===== src/rtl/riscv_fetch.sv =====
// rtl/riscv_fetch.sv - RV32I fetch/PC-sequencing stage; RISCV_FETCH_PERF_EN adds retire/redirect counters
module riscv_fetch #(
    parameter int               XLEN     = 32,
    parameter logic [XLEN-1:0]  RESET_PC = 32'h0000_0000
) (
    input  logic            i_clk,
    input  logic            i_rst,
    output logic            o_imem_req,
    output logic [XLEN-1:0] o_imem_addr,
    input  logic            i_imem_rvalid,
    input  logic [XLEN-1:0] i_imem_rdata,
    output logic [XLEN-1:0] o_instr,
    output logic            o_instr_valid,
    output logic [XLEN-1:0] o_pc,
    output logic [XLEN-1:0] o_pc_4,
    input  logic            i_retire,
    input  logic            i_jump_d,
    input  logic            i_jalr_d,
    input  logic            i_branch_d,
    input  logic            i_zero_condition,
    input  logic            i_alu_zero,
    input  logic [XLEN-1:0] i_pc_imm,
    input  logic [XLEN-1:0] i_rs_imm,
    output logic            o_misalign
`ifdef RISCV_FETCH_PERF_EN
    ,
    output logic [31:0]     o_cnt_instret,
    output logic [31:0]     o_cnt_redirect
`endif
);

    localparam logic [XLEN-1:0] NOP = XLEN'(32'h0000_0013);

    typedef enum logic [1:0] {
        FETCH = 2'd0,
        EXEC  = 2'd1,
        HALT  = 2'd2
    } state_t;

    state_t          state, state_nxt;
    logic [XLEN-1:0] pc, pc_nxt;
    logic [XLEN-1:0] instr, instr_nxt;
    logic            misalign, misalign_nxt;
    logic [XLEN-1:0] pc_plus4;
    logic [XLEN-1:0] target;
    logic            taken;
    logic            retire_edge;

    assign pc_plus4    = pc + XLEN'(4);
    assign taken       = i_branch_d & (i_alu_zero ^ i_zero_condition);
    assign retire_edge = (state == EXEC) & i_retire;

    // jalr beats jal beats a taken branch; fall-through is sequential
    always_comb begin
        target = pc_plus4;
        if (i_jalr_d)
            target = {i_rs_imm[XLEN-1:1], 1'b0};
        else if (i_jump_d)
            target = i_pc_imm;
        else if (taken)
            target = i_pc_imm;
    end

    always_comb begin
        state_nxt    = state;
        pc_nxt       = pc;
        instr_nxt    = instr;
        misalign_nxt = misalign;
        case (state)
            FETCH: begin
                if (i_imem_rvalid) begin
                    instr_nxt = i_imem_rdata;
                    state_nxt = EXEC;
                end
            end
            EXEC: begin
                if (i_retire) begin
                    pc_nxt = target;
                    if (target[1]) begin
                        misalign_nxt = 1'b1;
                        state_nxt    = HALT;
                    end else begin
                        state_nxt = FETCH;
                    end
                end
            end
            HALT: begin
                state_nxt = HALT;
            end
            default: begin
                state_nxt = FETCH;
            end
        endcase
    end

    always_ff @(posedge i_clk) begin
        if (i_rst) begin
            state    <= FETCH;
            pc       <= RESET_PC;
            instr    <= NOP;
            misalign <= 1'b0;
        end else begin
            state    <= state_nxt;
            pc       <= pc_nxt;
            instr    <= instr_nxt;
            misalign <= misalign_nxt;
        end
    end

    assign o_imem_req    = (state == FETCH) & ~i_rst;
    assign o_imem_addr   = pc;
    assign o_instr       = instr;
    assign o_instr_valid = (state == EXEC);
    assign o_pc          = pc;
    assign o_pc_4        = pc_plus4;
    assign o_misalign    = misalign;

`ifdef RISCV_FETCH_PERF_EN
    always_ff @(posedge i_clk) begin
        if (i_rst) begin
            o_cnt_instret  <= 32'd0;
            o_cnt_redirect <= 32'd0;
        end else if (retire_edge) begin
            o_cnt_instret <= o_cnt_instret + 32'd1;
            if (target != pc_plus4)
                o_cnt_redirect <= o_cnt_redirect + 32'd1;
        end
    end
`else
    logic unused_retire_edge;
    assign unused_retire_edge = retire_edge;
`endif

endmodule

===== config.mk =====
export PLATFORM = sky130hd
export DESIGN_NAME = riscv_fetch
export DESIGN_NICKNAME = d
export VERILOG_FILES = /design/src/rtl/riscv_fetch.sv
export SDC_FILE = /design/constraint.sdc
export NUM_CORES = 1
export LEC_CHECK = 0
export CAP_MARGIN = 20
export CORE_ASPECT_RATIO = 1.4
export CORE_UTILIZATION = 41
export DETAILED_ROUTE_END_ITERATION = 10
export GPL_ROUTABILITY_DRIVEN = 0
export PLACE_DENSITY = 0.86
export SLEW_MARGIN = 20
export SYNTH_ARGS = -nofsm -noshare
export SYNTH_HDL_FRONTEND = slang
export SYNTH_SLANG_ARGS = --single-unit

===== constraint.sdc =====
create_clock -name i_clk -period 7.1 [get_ports i_clk]
set_clock_uncertainty 0.2 [all_clocks]
set_input_delay 1.775 -clock i_clk [delete_from_list [all_inputs] [get_ports i_clk]]
set_output_delay 1.775 -clock i_clk [all_outputs]
set_load 0.01 [all_outputs]

==> impl_metrics.tcl <==
set metrics [dict create \
    post_drt_wl_per_cell_um 17.7 \
    place_area_um2 6130 \
    rows 42 \
    cts_hold_buf 0 \
    maxSlewHeadroom_pct 41.3 \
    crit_path_max_fanout 11 \
    cts.clk_slew.worst_paths_ns 0.06 \
    post_cts_buffers 0 \
    drive_gt1_share_pct 5.39 \
    busiest_layer "met2" \
    htreeDepth 3 \
    antenna_cells 0 \
    outcome "finished clean" \
    synth.cell_area_um2 4010 \
    ff_latch_area_um2 1340 \
    tritoncts "built" \
    cts.path.max_buffers 2 \
    holdCritPathClass "reg -> reg" \
    cts_inserted_buffers 9 \
    final_antenna_net_count 0 \
    seq_area_frac_synth_pct 33.4 \
    die_y_um 119 \
    dp_hpwl_um 10500 \
    insertion_delay_ns 0.33 \
    synthArstFlopShare_pct 0 \
    grt_pass1_wl_um 22900 \
    drt_iter0_drc 226 \
    synth_top_area_cell "dfxtp_1" \
    rsz0062_at_grt "no" \
    antenna_found_initial 0 \
    max_slew.worst_pin.slew_ns 0.881 \
    initial_core_util_pct 42.4 \
    cts-resized-gates 0 \
    ys.flop_type "dfxtp_1" \
    synth_top_area_share_pct 33.4 \
    cts.sinks 67 \
    area_growth_pct 60.6 \
    max-cap-violations 0 \
    synth-seq-cells 67 \
    met3_usage_pct 8.18 \
    met1_usage_pct 30.2 \
    grtUsageTotal_pct 28.3 \
    synth_commonest_cells "nand2_1, dfxtp_1, a21oi_1" \
    fillCellCount 764 \
    worstSetupPathType "reg -> out" \
    slew_viol_final 0 \
    dp.cells 817 \
    via_per_inst 5.72 \
    route.detailed.drc 0 \
    yosysWarningCount 0 \
    cp-end-kind "primary output" \
    cp_data_required_time_ns 5.12 \
    synth_fp_nets 646 \
    final_hold_viol_count 0 \
    dieArea_um2 10200 \
    leakage_uw 0.00237 \
    die_w_um 85.6 \
    coreArea_um2 9460 \
    grtUsageMet2_pct 52.4 \
    port_buffers 234 \
    p_per_area_nw_per_um2 176 \
    min_period_ns 4.89 \
    io_pins 236 \
    setup.worst_path.start_class "flip-flop" \
    synth_edf_count 0 \
    grt_pass1_vias 4653 \
    arrival_ns 2.92 \
    nets 825 \
    grt_max_degree 58 \
    design_area_um2 6450 \
    peakVddDrop_uv 159 \
    ys_types 56 \
    synth_top_cells_by_area "dfxtp_1, nand2_1, a21oi_1" \
    max_freq_ghz 0.204 \
    multiInputGateArea_um2 2250 \
    drt_first_pass_iters 4 \
    fin_setup_tns_ns 0 \
    num_vias 4770 \
    syn-instance-count 540 \
    wirelength_um 14800 \
    overflow 0 \
    period_share_pct 68.9 \
    synth.most_common_cell "nand2_1" \
    finalNonFillerCells 834 \
    cts_root_buffer "clkbuf_16" \
    setup_viol 0 \
    syn_area_per_cell_um2 7.43 \
]
[metal layers]
| layer | part of all wire, % | vias to the layer above |
|---|---|---|
| li1 | - | 2232 |
| met1 | 37 | 2273 |
| met2 | 52 | 239 |
| met3 | 8.9 | 26 |
| met4 | 2.1 | 0 |
| met5 | 0 | - |
[through the flow]
| step | util, % | worst slack (ns) | power (µW) | hold WS (ns) |
|---|---|---|---|---|
| global route | 68.1 | 2.09 | 1180 | 0.272 |
| global placement | 64.8 | 2.35 | 689 | 0.241 |
| floorplan | - | 2.71 | 543 | 0.265 |
| detailed placement | 64.8 | 2.30 | 695 | 0.248 |
| CTS | 67.9 | 2.23 | 1140 | 0.256 |
| finish | 68.1 | 2.21 | 1130 | 0.258 |
[final timing paths]
check / startpoint / to / slack [ns] / cells past startpoint
setup reg to reg: o_imem_addr[2]$_SDFFE_PP0P_ / o_imem_addr[16]$_SDFFE_PP0P_ / 4.56 / 6
hold / removal: o_instr[27]$_SDFFE_PP0P_ / o_instr[27]$_SDFFE_PP0P_ / 0.26 / 2
setup / recovery: o_imem_addr[5]$_SDFFE_PP0P_ / o_pc_4[28] / 2.21 / 5
hold reg to reg: o_instr[27]$_SDFFE_PP0P_ / o_instr[27]$_SDFFE_PP0P_ / 0.26 / 2
[state kept, by name (all words and copies together) (netlist names)]
name,flops
o_imem_addr,32
o_instr,32
o_misalign,1
state,2
[worst max-delay path, cell delays in order (launching register included)]
cell	delay, ns
dfxtp_1	0.49
nand4_1	0.28
or4_4	0.66
nor3_1	0.42
xnor2_1	0.18
clkdlybuf4s50_1	0.58
[layout by cell type (no fill, tap or decap), types with 4 or more instances in the layout]
| master | instances |
|---|---|
| a211oi_1 | 5 |
| a21oi_1 | 58 |
| a31oi_1 | 6 |
| and3_1 | 4 |
| and4_1 | 6 |
| buf_4 | 5 |
| clkbuf_16 | 9 |
| clkdlybuf4s50_1 | 233 |
| dfxtp_1 | 67 |
| inv_1 | 7 |
| mux2i_1 | 7 |
| nand2_1 | 108 |
| nand2b_1 | 4 |
| nand3_1 | 18 |
| nand4_1 | 6 |
| nor2_1 | 14 |
| nor3_1 | 20 |
| o21ai_0 | 43 |
| o21bai_1 | 6 |
| o311ai_0 | 5 |
| or3_1 | 4 |
| xnor2_1 | 19 |
| xor2_1 | 8 |
[report_power, final]
group,switching [µW],internal (µW),leakage [µW]
registers,25.8,398,0.000548
logic,116,150,0.00168
clock network,172,272,0.000146
[layout make-up]
cell class                      count  share of cell area [%]
Clock buffer                       10                    3.55
Multi-Input combinational cell    393                    34.9
Inverter                            8                   0.466
Sequential cell                    67                    20.8
Timing Repair Buffer              240                    37.1
Tap cell                          110                    2.14
Clock inverter                      6                    1.03
[cells by family (layout without fill, tap and decap cells)]
group,Yosys count,after routing,share of synthesized area (%)
AND/OR/NAND/NOR,205,205,24.6
XOR/XNOR,27,27,5.89
buffers and inverters,80,264,10.9
AO/OA/AOI/OAI,152,152,22.8
flip-flops,67,67,33.4
multiplexers,8,8,2.03
adder cells (fa/ha/maj),1,1,0.312
Power figures use the tool's default switching activity.
